## src/rtl/seq_smul_unit.sv

```systemverilog
// seq_smul_unit: iterative radix-2 signed multiplier (shift-add on magnitudes, then sign fix-up).
// Define SMUL_HI_EN to keep a 2*WIDTH accumulator and drive the high product half on hi_o.
module seq_smul_unit #(
   parameter int         WIDTH     = 32,
   parameter logic [3:0] SMUL_CODE = 4'd13
) (
   input  logic             clk_i,
   input  logic             rst_i,
   input  logic [3:0]       ALUCtrl_i,
   input  logic             start_i,
   input  logic [WIDTH-1:0] src1_i,
   input  logic [WIDTH-1:0] src2_i,
   output logic [WIDTH-1:0] result_o,
   output logic             busy_o,
   output logic             done_o,
`ifdef SMUL_HI_EN
   output logic [WIDTH-1:0] hi_o,
`endif
   output logic [1:0]       state_o
);

`ifdef SMUL_HI_EN
   localparam int AW = 2 * WIDTH;
`else
   localparam int AW = WIDTH;
`endif
   localparam int CW = $clog2(WIDTH);

   typedef enum logic [1:0] {
      S_IDLE = 2'd0,
      S_CALC = 2'd1,
      S_FIX  = 2'd2,
      S_DONE = 2'd3
   } state_t;

   state_t            state;
   logic [AW-1:0]     acc;
   logic [AW-1:0]     mcand;
   logic [WIDTH-1:0]  mplr;
   logic              neg;
   logic [CW-1:0]     cnt;

   logic [WIDTH-1:0]  mag1;
   logic [WIDTH-1:0]  mag2;
   logic [AW-1:0]     acc_fix;

   assign state_o = state;

   // -2^(W-1) negates to itself, which read as unsigned is the correct magnitude.
   always_comb begin
      mag1    = src1_i[WIDTH-1] ? -src1_i : src1_i;
      mag2    = src2_i[WIDTH-1] ? -src2_i : src2_i;
      acc_fix = neg ? -acc : acc;
   end

   // Handshake: start_i is taken only in IDLE with ALUCtrl_i==SMUL_CODE; while busy_o is
   // high every start_i is dropped; done_o pulses one cycle when result_o is freshly valid.
   always_ff @(posedge clk_i) begin
      if (rst_i) begin
         state    <= S_IDLE;
         acc      <= '0;
         mcand    <= '0;
         mplr     <= '0;
         neg      <= 1'b0;
         cnt      <= '0;
         result_o <= '0;
         busy_o   <= 1'b0;
         done_o   <= 1'b0;
`ifdef SMUL_HI_EN
         hi_o     <= '0;
`endif
      end else begin
         case (state)
            S_IDLE: begin
               done_o <= 1'b0;
               if (start_i && (ALUCtrl_i == SMUL_CODE)) begin
                  mcand  <= AW'(mag1);
                  mplr   <= mag2;
                  neg    <= src1_i[WIDTH-1] ^ src2_i[WIDTH-1];
                  acc    <= '0;
                  cnt    <= '0;
                  busy_o <= 1'b1;
                  state  <= S_CALC;
               end
            end
            S_CALC: begin
               if (mplr[0]) acc <= acc + mcand;
               mcand <= mcand << 1;
               mplr  <= mplr >> 1;
               cnt   <= cnt + CW'(1);
               if (cnt == CW'(WIDTH - 1)) state <= S_FIX;
            end
            S_FIX: begin
               result_o <= acc_fix[WIDTH-1:0];
`ifdef SMUL_HI_EN
               hi_o     <= acc_fix[AW-1:WIDTH];
`endif
               busy_o   <= 1'b0;
               done_o   <= 1'b1;
               state    <= S_DONE;
            end
            S_DONE: begin
               done_o <= 1'b0;
               state  <= S_IDLE;
            end
            default: state <= S_IDLE;
         endcase
      end
   end

endmodule

```

## config.mk

```make
export PLATFORM = sky130hd
export DESIGN_NAME = seq_smul_unit
export DESIGN_NICKNAME = d
export VERILOG_FILES = /design/src/rtl/seq_smul_unit.sv
export SDC_FILE = /design/constraint.sdc
export NUM_CORES = 1
export LEC_CHECK = 0
export CORE_AREA = 2 2 137 152
export DETAILED_ROUTE_END_ITERATION = 8
export DIE_AREA = 0 0 139 154
export PLACE_DENSITY = 0.65
export SETUP_SLACK_MARGIN = 0.05
export SLEW_MARGIN = 40
export SYNTH_ARGS = -nofsm -noshare
export SYNTH_HDL_FRONTEND = slang
export SYNTH_SLANG_ARGS = --single-unit
```

## constraint.sdc

```tcl
create_clock -name clk_i -period 3.4 [get_ports clk_i]
set_clock_uncertainty 0.05 [all_clocks]
set_input_delay 0.51 -clock clk_i [delete_from_list [all_inputs] [get_ports clk_i]]
set_output_delay 0.51 -clock clk_i [all_outputs]
set_load 0.02 [all_outputs]
```

== Yosys cells after proc, flatten, opt, wreduce, memory -nomap -nowiden ==
Cells that the tools add are included.

* Logic and storage cells: 52
* Output and inout bits: 36
* Input bits: 71
* Bits in registers: 138

* Reductions and logical operators: 11
* Equality and inequality tests: 8
* Add/subtract/negate cells: 5
* Bitwise logic cells: 1
* Muxes and demuxes: 18

{| class="wikitable"
|+ Operators with widths
! kind !! count
|-
| $mux 32 || 7
|-
| $pmux 32 s2 || 3
|-
| $neg 32->32 || 3
|-
| $add 32x32->32 || 1
|-
| $pmux 5 s2 || 1
|-
| $pmux 2 s4 || 1
|-
| $reduce_and 2->1 || 4
|-
| $ne 2x2->1 const B || 3
|-
| $reduce_bool 2->1 || 3
|-
| $add 5x1->5 const B || 1
|-
| $eq 5x5->1 const B || 1
|-
| $mux 5 || 1
|-
| $eq 2x2->1 const B || 2
|-
| $eq 4x4->1 const B || 1
|-
| $mux 2 || 2
|-
| $pmux 1 s2 || 2
|-
| $reduce_and 3->1 || 1
|-
| $eq 2x1->1 const B || 1
|-
| $logic_not 2->1 || 1
|-
| $reduce_or 2->1 || 1
|-
| $logic_and 1x1->1 || 1
|-
| $mux 1 || 1
|-
| $xor 1x1->1 || 1
|}

== Longest topological paths before layout ==
Gate-level depths: netlist of the first run.

* Word-level depth: 4
* Gate-level depth with buffers: 11
* Mapped depth without buffers: 11

== Least setup slack after synthesis of the first run ==
OpenSTA, ideal clock, no wires.

* Path type: input port to flip-flop
* From: input port src2_i[14]
* To: register mplr[30]
* Setup slack: 624 ps
* Cell stages on the path: 7
* Data required time: 3255 ps
* Path buffers: 1
* Arrival time: 2631 ps
* Path through: or4_4 > or3_4 > or4_1 > clkbuf_2 > o41ai_1 > xor2_1 > a221oi_1

* Longest elaborated chain between the ends: 4

{| class="wikitable"
|+ RTL lines
! element !! line !! RTL
|-
| start, declared || 12 || <nowiki>input logic [WIDTH-1:0] src2_i,</nowiki>
|-
| $neg 32->32 || 52 || <nowiki>mag2 = src2_i[WIDTH-1] ? -src2_i : src2_i;</nowiki>
|-
| $mux 32 || 52 ||
|-
| $mux 32 || 76 || <nowiki>if (start_i && (ALUCtrl_i == SMUL_CODE)) begin</nowiki>
|-
| $pmux 32 s2 || 73 || <nowiki>case (state)</nowiki>
|-
| end signal, assigned || 78 || <nowiki>mplr <= mag2;</nowiki>
|-
| end signal, assigned || 89 || <nowiki>mplr <= mplr >> 1;</nowiki>
|-
| end, declared || 39 || <nowiki>logic [WIDTH-1:0] mplr;</nowiki>
|}

No other way between the ends. The select of a mux whose other input is x is not followed.
A chain may end at the register's enable or synchronous reset.

== Final worst setup path of the first run ==
* From: register mcand[0]
* To: register acc[24]

* Longest elaborated chain between the ends: 3

{| class="wikitable"
|+ RTL lines
! element !! line !! RTL
|-
| start, declared || 38 || <nowiki>logic [AW-1:0] mcand;</nowiki>
|-
| start signal, assigned || 77 || <nowiki>mcand <= AW'(mag1);</nowiki>
|-
| start signal, assigned || 88 || <nowiki>mcand <= mcand << 1;</nowiki>
|-
| $add 32x32->32 || 87 || <nowiki>if (mplr[0]) acc <= acc + mcand;</nowiki>
|-
| $mux 32 || 87 ||
|-
| $pmux 32 s2 || 73 ||
|-
| end signal, assigned || 87 ||
|-
| end, declared || 37 || <nowiki>logic [AW-1:0] acc;</nowiki>
|}

No other way between the ends. The select of a mux whose other input is x is not followed.

==> impl_metrics.env, run 1 <==
export IMPL_placed_area_sq_um=10200
export IMPL_yosys_register_bits=138
export IMPL_hold_viol_final=0
export IMPL_antenna_cells=0
export IMPL_numClockSinks=138
export IMPL_pin_count=107
export IMPL_start_util=0.448
export IMPL_p_leak_nw=4.09
export IMPL_startpoint="mcand[0]"
export IMPL_dp_cells=1464
export IMPL_io_buffers=106
export IMPL_min_path_type="register to register"
export IMPL_dp_final_hpwl_microns=16900
export IMPL_crit_required_ps=3700
export IMPL_startpoint_type="register"
export IMPL_synth_flop_cell="dfxtp_1"
export IMPL_critical_path_class="register to register"
export IMPL_overflow=0
export IMPL_synth_cell_types=63
export IMPL_cts_repair_resized=0
export IMPL_slowest_stage="dfxtp_1"
export IMPL_worst_pin_slew_ps=740
export IMPL_slowest_delay_ps=390
export IMPL_clk_pin_slew_ps=60
export IMPL_synthesis_area_sq_um=8830
export IMPL_cts_root_buf="clkbuf_16"
export IMPL_final_area_sq_um=10800
export IMPL_die_area_sq_um=21400
export IMPL_cts_setup_buffers=0
export IMPL_wl_per_cell_microns=15.1
export IMPL_max_freq_mhz=340
export IMPL_synthCells=1150
export IMPL_period_needed_ps=2940
export IMPL_crit_top_cell="a21oi_1"
export IMPL_critPathCaptureType="register"
export IMPL_outcome="finished clean"
export IMPL_cts_buffer_depth=2
export IMPL_crit_end="acc[24]"
export IMPL_maxCapViolations=0
export IMPL_area_growth_pct=22.3
export IMPL_cts_tree="yes"
export IMPL_drt_iter0_drc=492
export IMPL_fin_nets=1343
export IMPL_rr_worst_depth=11
export IMPL_finalSetupTns_ps=0
export IMPL_die_h_microns=154
export IMPL_rr_endpoint="acc[24]"
export IMPL_antenna_found_initial=0
export IMPL_std_cell_rows=54
export IMPL_synthArstFlopShare=0
export IMPL_syn_area_per_cell_sq_um=7.68
export IMPL_routed_via_density=5.59
export IMPL_drcViolationCount=0
export IMPL_synth_warnings=0
export IMPL_yosysSeqAreaShare=0.313
export IMPL_ctsHtreeMaxLevel=4
export IMPL_worstPathMaxFanout=3
export IMPL_stdcell_count=1496
export IMPL_grt_pass1_wl_microns=38200
export IMPL_layout_common_cells="nand2_1 (165), dfxtp_1 (137), a21oi_1 (105), clkdlybuf4s50_1 (105), nor2_1 (104)"
export IMPL_fin_crit_sh=0.866
export IMPL_ir_worst_vdd_mv=0.348
export IMPL_drtPass1Iterations=5
export IMPL_cp_cell_sequence="ha_1, inv_1, fa_1, nand2b_1, a21oi_1, o2111ai_1, a31o_2, a21oi_1, a31oi_1, xor2_1, o21ai_0"
export IMPL_cts_buffers_inserted=17
export IMPL_grt_max_degree=49
export IMPL_die_x_microns=139
export IMPL_coreArea_sq_um=19700
export IMPL_mostFrequentLayoutCell="nand2_1"
export IMPL_reg2reg_setup_slack_ps=460
export IMPL_min_from="mplr[5]"
export IMPL_layout_drive_gt1_share=0.0715
export IMPL_wl_microns=22600
export IMPL_rsz0062_at_grt="false"
export IMPL_clkLatencyLatePin_ps=420
export IMPL_grtUsageTotal=0.213
export IMPL_gp_congestion=0.932
export IMPL_arrival_ps=3240
export IMPL_first_global_vias=7782
export IMPL_drv_slew=0
export IMPL_vias=8358
export IMPL_holdBufCountCts=0
export IMPL_setup_viol=0
export IMPL_fin_util=0.547
export IMPL_synth_edf_count=0
export IMPL_power_density_nw_per_um2=450
export IMPL_syn_nets=1262
export IMPL_ant_nets=0
export IMPL_rr_startpoint="mcand[0]"
export IMPL_slew_headroom=0.506
[layout make-up]
type / count / area, sq um
inverters: 23 / 86.3
clock inverters: 14 / 171
flip-flops and latches: 138 / 2760
clock buffers: 18 / 439
repair buffers: 137 / 1310
fillers: 1907 / 8930
well taps: 252 / 315
multi-input cells: 914 / 5710
[through the flow]
| stage | worst slack (ps) | hold slack [ps] | total power (W) |
|---|---|---|---|
| after floorplan | 624 | 379 | 0.00254 |
| after global placement | 139 | 388 | 0.00295 |
| after detailed placement | 104 | 397 | 0.00297 |
| after CTS | 445 | 404 | 0.00489 |
| after global routing | 235 | 427 | 0.00511 |
| final | 456 | 402 | 0.00485 |
[routing by layer]
metal  vias up  track usage  routed length, microns
met2       183        0.358                   10500
met1      3844        0.280                   10700
met4         0       0.0640                     351
met3        27       0.0364                    1070
met5         -            0                       0
li1       4304            -                       -
[worst min path at each step]
stage | end | slack (ps) | cells after the start
5_1_grt | mplr[17] | 430 | 2
4_1_cts | mplr[5] | 400 | 2
6_report | mplr[5] | 400 | 2
2_1_floorplan | mplr[28] | 380 | 2
3_3_place_gp | mplr[5] | 390 | 2
3_5_place_dp | mplr[5] | 400 | 2
[sequential cells by signal (all words and copies together), names as in the netlist]
signal	flops
cnt	5
acc	32
result_o	32
busy_o	1
neg	1
done_o	1
mplr	32
mcand	32
state_o	2
[kinds of logic (layout without fill, tap and decap cells)]
logic type / Yosys count / in the layout / synth area share
muxes: 10 / 10 / 0.0113
DFF: 138 / 138 / 0.313
and+or+nand+nor: 388 / 388 / 0.203
xor gates and xnor gates: 114 / 114 / 0.113
adders and majority gates: 41 / 41 / 0.0589
AOI/OAI and AO/OA: 361 / 361 / 0.258
buffers and inverters: 98 / 192 / 0.0425
[cells in the mapped netlist, drive strengths merged (5+ instances only)]
cell type | count | share of area
nor3 | 13 | 0.0074
inv | 21 | 0.0089
buf | 6 | 0.0033
mux2i | 10 | 0.011
nand2b | 11 | 0.0078
nand3 | 17 | 0.0096
o211ai | 19 | 0.017
a211oi | 33 | 0.028
and3 | 19 | 0.013
o41ai | 11 | 0.011
xor2 | 83 | 0.082
clkbuf | 69 | 0.029
a31oi | 15 | 0.011
a21oi | 105 | 0.060
o21ai | 84 | 0.048
nand2 | 165 | 0.070
o22ai | 12 | 0.0085
nor4 | 10 | 0.010
nor2 | 104 | 0.044
nand4 | 10 | 0.0071
a31o | 5 | 0.0050
dfxtp | 138 | 0.31
xnor2 | 31 | 0.031
a221oi | 5 | 0.0050
ha | 40 | 0.057
a21o | 9 | 0.0077
or4 | 12 | 0.011
a22oi | 11 | 0.0094
o31ai | 30 | 0.027
or3 | 12 | 0.0091
[critical path, delay by kind of cell (launching register included)]
family / cells / cell delay (ps)
DFF: 1 / 390
adders and majority gates: 2 / 590
AOI/OAI and AO/OA: 6 / 1410
xor gates and xnor gates: 1 / 180
and+or+nand+nor: 1 / 190
buffers and inverters: 1 / 60
[power breakdown]
part | switching, W | internal (W)
Sequential | 0.0000650 | 0.00171
Combinational | 0.000720 | 0.000437
Clock | 0.000742 | 0.00118
Note: power is estimated with default switching activity, not from simulation.
==> run 2, diff against run 1 <==
- CORE_AREA: 2 2 137 152 -> 2 2 145 161
- DIE_AREA: 0 0 139 154 -> 0 0 147 163
- PLACE_DENSITY: 0.65 -> 0.59
==> run 2 against run 1 <==
Net effect:
- sequential share of layout area fell by 0.34 points
- largest power group unchanged
- core utilization fell by 6.1 points
- fmax barely moved
- count of clock-buffer cells in the layout rose by 1
- critical path type unchanged
- combinational power barely moved
- non-clock buffer count did not move
==> impl_metrics.env, run 2 (synthesis results as in run 1) <==
export IMPL_p_sw_w=0.00152
export IMPL_gp_congestion=0.920
export IMPL_period_needed_ps=2940
export IMPL_ctsHtreeMaxLevel=4
export IMPL_worstPathMaxFanout=3
export IMPL_numClockSinks=138
export IMPL_area_growth_pct=24.0
export IMPL_die_x_microns=147
export IMPL_cts_tree="yes"
export IMPL_finalSetupTns_ps=0
export IMPL_io_buffers=106
export IMPL_cts_repair_resized=0
export IMPL_clkPwrFrac=0.427
export IMPL_clk_pin_slew_ps=60
export IMPL_crit_required_ps=3700
export IMPL_overflow=0
export IMPL_pwr_share_comb=0.226
export IMPL_vias=8388
export IMPL_intPower_w=0.00362
export IMPL_maxCapViolations=0
export IMPL_fin_crit_sh=0.866
export IMPL_start_util=0.392
export IMPL_p_leak_nw=4.12
export IMPL_antenna_cells=0
export IMPL_crit_top_cell="a21oi_1"
export IMPL_layout_drive_gt1_share=0.0700
export IMPL_fin_nets=1343
export IMPL_ir_worst_vdd_mv=0.368
export IMPL_max_freq_mhz=340
export IMPL_slowest_stage="dfxtp_1"
export IMPL_grt_max_degree=53
export IMPL_layout_common_cells="nand2_1 (165), dfxtp_1 (137), a21oi_1 (105), clkdlybuf4s50_1 (105), nor2_1 (104)"
export IMPL_cp_cell_sequence="ha_1, inv_1, fa_1, nand2b_1, a21oi_1, o2111ai_1, a31o_2, a21oi_1, a31oi_1, xnor2_1, o21ai_0"
export IMPL_cts_buffers_inserted=17
export IMPL_placed_area_sq_um=10300
export IMPL_cts_setup_buffers=0
export IMPL_antenna_found_initial=0
export IMPL_die_area_sq_um=24000
export IMPL_p_seq_frac=0.347
export IMPL_fillers=2281
export IMPL_fin_util=0.487
export IMPL_wl_per_cell_microns=15.2
export IMPL_std_cell_rows=58
export IMPL_rsz0062_at_grt="false"
export IMPL_critPathCaptureType="register"
export IMPL_wl_microns=23400
export IMPL_final_area_sq_um=10900
export IMPL_routed_via_density=5.44
export IMPL_dp_final_hpwl_microns=17500
export IMPL_drcViolationCount=0
export IMPL_outcome="finished clean"
export IMPL_clkLatencyLatePin_ps=420
export IMPL_arrival_ps=3250
export IMPL_holdBufCountCts=0
export IMPL_grtUsageTotal=0.198
export IMPL_power_density_nw_per_um2=470
export IMPL_hold_viol_final=0
export IMPL_swShare=0.297
export IMPL_startpoint_type="register"
export IMPL_critical_path_class="register to register"
export IMPL_cts_root_buf="clkbuf_16"
export IMPL_worst_pin_slew_ps=600
export IMPL_drtPass1Iterations=5
export IMPL_drv_slew=0
export IMPL_pin_count=107
export IMPL_coreArea_sq_um=22500
export IMPL_die_h_microns=163
export IMPL_setup_viol=0
export IMPL_ant_nets=0
export IMPL_slew_headroom=0.597
export IMPL_slowest_delay_ps=390
export IMPL_grt_pass1_wl_microns=38900
export IMPL_min_path_type="register to register"
export IMPL_cts_buffer_depth=2
export IMPL_first_global_vias=7837
export IMPL_mostFrequentLayoutCell="nand2_1"
export IMPL_drt_iter0_drc=442
==> run 2: cell count changes in the layout (fill, tap and decap cells not counted), sizes merged <==
cell and change:
bufinv +4, clkbuf +1, clkinv -5, inv -1, clkinvlp -1
==> run 2: layer usage <==
layer  global-route usage  share of wire  vias up
li1                     -              -     4299
met1                0.255           0.47     3876
met2                0.338           0.46      177
met3               0.0373          0.046       36
met4               0.0612          0.017        0
met5                    0              0        -
==> run 2: final timing paths <==
kind	startpoint	endpoint	slack, ps	cells after the start
setup / recovery	mcand[0]	acc[28]	460	11
hold / removal	mplr[15]	mplr[15]	400	2
setup reg to reg	mcand[0]	acc[28]	460	11
hold reg to reg	mplr[15]	mplr[15]	400	2
==> run 2: worst max-delay path: cells and delay by family (launching register included) <==
kind / cells / cell delay, ps
simple gates: 1 / 190
compound gates: 6 / 1410
flops: 1 / 390
buf+inv: 1 / 70
fa+ha+maj: 2 / 590
xor+xnor: 1 / 160
==> run 2: through the flow <==
| stage | std cells | worst slack [ps] | hold slack (ps) | total power (W) |
|---|---|---|---|---|
| after floorplan | 1150 | 624 | 379 | 0.00254 |
| after global placement | 1511 | 127 | 387 | 0.00296 |
| after detailed placement | 1512 | 92.0 | 395 | 0.00299 |
| after CTS | 1542 | 453 | 402 | 0.00519 |
| after global routing | 1542 | 141 | 426 | 0.00539 |
| final | 1542 | 455 | 401 | 0.00514 |
==> run 2: power by group through the flow <==
stage / Combinational [W] / Sequential (W) / Clock, W
2_1_floorplan: 0.000699 / 0.00184 / 0
3_3_place_gp: 0.00114 / 0.00182 / 0
3_5_place_dp: 0.00117 / 0.00182 / 0
4_1_cts: 0.00117 / 0.00178 / 0.00224
5_1_grt: 0.00129 / 0.00179 / 0.00231
6_report: 0.00116 / 0.00178 / 0.00219
==> run 2: final cells by class <==
type                       instances  area [sq um]  area share
inverter                          23          86.3     0.00789
clock inverter                    11           243      0.0222
sequential                       138          2760       0.253
clock buffer                      19           443      0.0405
multi-input combinational        914          5720       0.523
timing repair buffer             137          1310       0.120
tap                              300           375      0.0343
==> run 3, diff against run 2 <==
- CORE_AREA: 2 2 145 161 -> 2 2 228 163
- CTS_CLUSTER_DIAMETER: unset -> 120
- DIE_AREA: 0 0 147 163 -> 0 0 230 165
- PLACE_DENSITY: 0.59 -> 0.41
==> run 3 against run 2 <==
Net effect:
- die area is 58% higher
- final cell count is 13% higher
- via count is 0.45% lower
- combinational power is 5% higher
==> impl_metrics.env, run 3 (synthesis results as in run 1) <==
export IMPL_clkPwrFrac=0.398
export IMPL_worst_pin_slew_ps=652
export IMPL_period_needed_ps=2940
export IMPL_cts_root_buf="clkbuf_16"
export IMPL_dp_final_hpwl_microns=21600
export IMPL_fin_hold_ws_ps=400
export IMPL_fin_nets=1360
export IMPL_slowest_delay_ps=610
export IMPL_ant_nets=0
export IMPL_slowest_stage="or4_1"
export IMPL_routed_via_density=4.80
export IMPL_die_x_microns=230
export IMPL_min_path_type="register to register"
export IMPL_stdcell_count=1741
export IMPL_outcome="finished clean"
export IMPL_std_cell_rows=58
export IMPL_area_growth_pct=27.2
export IMPL_gp_congestion=0.819
export IMPL_fin_total_pwr_w=0.00500
export IMPL_mostFrequentLayoutCell="nand2_1"
export IMPL_hold_path_end="mplr[19]"
export IMPL_min_from="mplr[19]"
export IMPL_drcViolationCount=0
export IMPL_slew_headroom=0.561
export IMPL_p_seq_frac=0.357
export IMPL_fin_crit_sh=0.865
export IMPL_swShare=0.329
export IMPL_critPathCaptureType="register"
export IMPL_cts_tree="yes"
export IMPL_clkLatencyLatePin_ps=450
export IMPL_layout_drive_gt1_share=0.0841
export IMPL_cts_repair_resized=0
export IMPL_cp_cell_sequence="nor4_1, nand3_1, nand2b_1, or4_1, o31ai_1, xor2_1, a211oi_1"
export IMPL_drtPass1Iterations=5
export IMPL_critical_path_class="register to register"
export IMPL_antenna_cells=0
export IMPL_rr_startpoint="acc[8]"
export IMPL_ir_worst_vdd_mv=0.344
export IMPL_die_h_microns=165
export IMPL_p_sw_w=0.00164
export IMPL_first_global_vias=7806
export IMPL_maxCapViolations=0
export IMPL_start_util=0.248
export IMPL_antenna_found_initial=0
export IMPL_crit_required_ps=3710
export IMPL_p_leak_nw=4.18
export IMPL_die_area_sq_um=38000
export IMPL_hold_viol_final=0
export IMPL_worstPathMaxFanout=5
export IMPL_fillers=3840
export IMPL_holdBufCountCts=0
export IMPL_pin_count=107
export IMPL_coreArea_sq_um=35600
export IMPL_finalSetupTns_ps=0
export IMPL_drv_slew=0
export IMPL_layout_common_cells="nand2_1 (165), dfxtp_1 (138), a21oi_1 (105), clkdlybuf4s50_1 (105), nor2_1 (104)"
export IMPL_grt_pass1_wl_microns=45400
export IMPL_clk_pin_slew_ps=60
export IMPL_wl_microns=28900
export IMPL_rsz0062_at_grt="false"
export IMPL_grtUsageTotal=0.155
export IMPL_rr_endpoint="result_o[29]"
export IMPL_drt_iter0_drc=437
export IMPL_rr_worst_depth=7
export IMPL_reg2reg_setup_slack_ps=460
export IMPL_intPower_w=0.00336
export IMPL_grt_max_degree=119
export IMPL_overflow=0
export IMPL_arrival_ps=3250
export IMPL_ctsHtreeMaxLevel=4
export IMPL_pwr_share_comb=0.245
export IMPL_vias=8350
export IMPL_hold_depth=2
export IMPL_max_freq_mhz=340
export IMPL_power_density_nw_per_um2=445
export IMPL_dp_cells=1709
export IMPL_wl_per_cell_microns=16.6
export IMPL_cts_setup_buffers=0
export IMPL_startpoint_type="register"
export IMPL_fin_util=0.316
export IMPL_cts_buffer_depth=2
export IMPL_cts_buffers_inserted=17
export IMPL_numClockSinks=138
export IMPL_io_buffers=106
export IMPL_setup_viol=0
run 3: changes by cell type in the layout (fill, tap and decap cells not counted):
cell        change
buf_4          +16
bufinv_16       -4
clkinv_4        +3
clkinvlp_4      +2
buf_12          +1
clkbuf_1        -1
clkbuf_8        +1
clkinv_2        +1
dfxtp_1         +1
dfxtp_2         -1
ha_2            +1
ha_4            -1
run 3: worst max path at each step:
| stage | start | endpoint | slack, ps |
|---|---|---|---|
| after global placement | src2_i[15] | mplr[28] | 80 |
| after CTS | acc[8] | result_o[29] | 420 |
| after detailed placement | src2_i[15] | mplr[30] | 50 |
| final | acc[8] | result_o[29] | 460 |
| after floorplan | src2_i[14] | mplr[30] | 620 |
| after global routing | acc[8] | result_o[25] | 190 |
run 3: power groups by stage:
stage | clock network [W] | logic, W | registers, W
floorplan | 0 | 0.000699 | 0.00184
global placement | 0 | 0.00122 | 0.00182
detailed placement | 0 | 0.00123 | 0.00182
CTS | 0.00205 | 0.00124 | 0.00179
global route | 0.00212 | 0.00136 | 0.00180
finish | 0.00199 | 0.00122 | 0.00179
run 3: final cells by class:
type,instances,area (sq um),share of cell area
multi-input cells,914,5710,0.508
flip-flops and latches,138,2760,0.246
repair buffers,154,1450,0.129
well taps,480,601,0.0535
clock buffers,19,453,0.0403
clock inverters,13,169,0.0150
inverters,23,86.3,0.00768
run 3: per-layer routing:
layer | up-vias | share of wire | track usage
met5 | - | 0 | 0
met4 | 0 | 0.0095 | 0.0370
met3 | 17 | 0.045 | 0.0335
met2 | 149 | 0.39 | 0.210
met1 | 3847 | 0.55 | 0.240
li1 | 4337 | - | -
run 3: stage by stage:
step / setup slack (ps) / cell area [sq um]
final: 459 / 11200
after global routing: 191 / 11200
after CTS: 417 / 11200
after detailed placement: 50.1 / 10600
after global placement: 82.4 / 10600
after floorplan: 624 / 8830
run 3: critical path, delay by kind of cell, from the launching register on:
kind / cells / cell delay, ps
simple gates: 4 / 1800
compound gates: 2 / 540
flops: 1 / 360
xor+xnor: 1 / 100
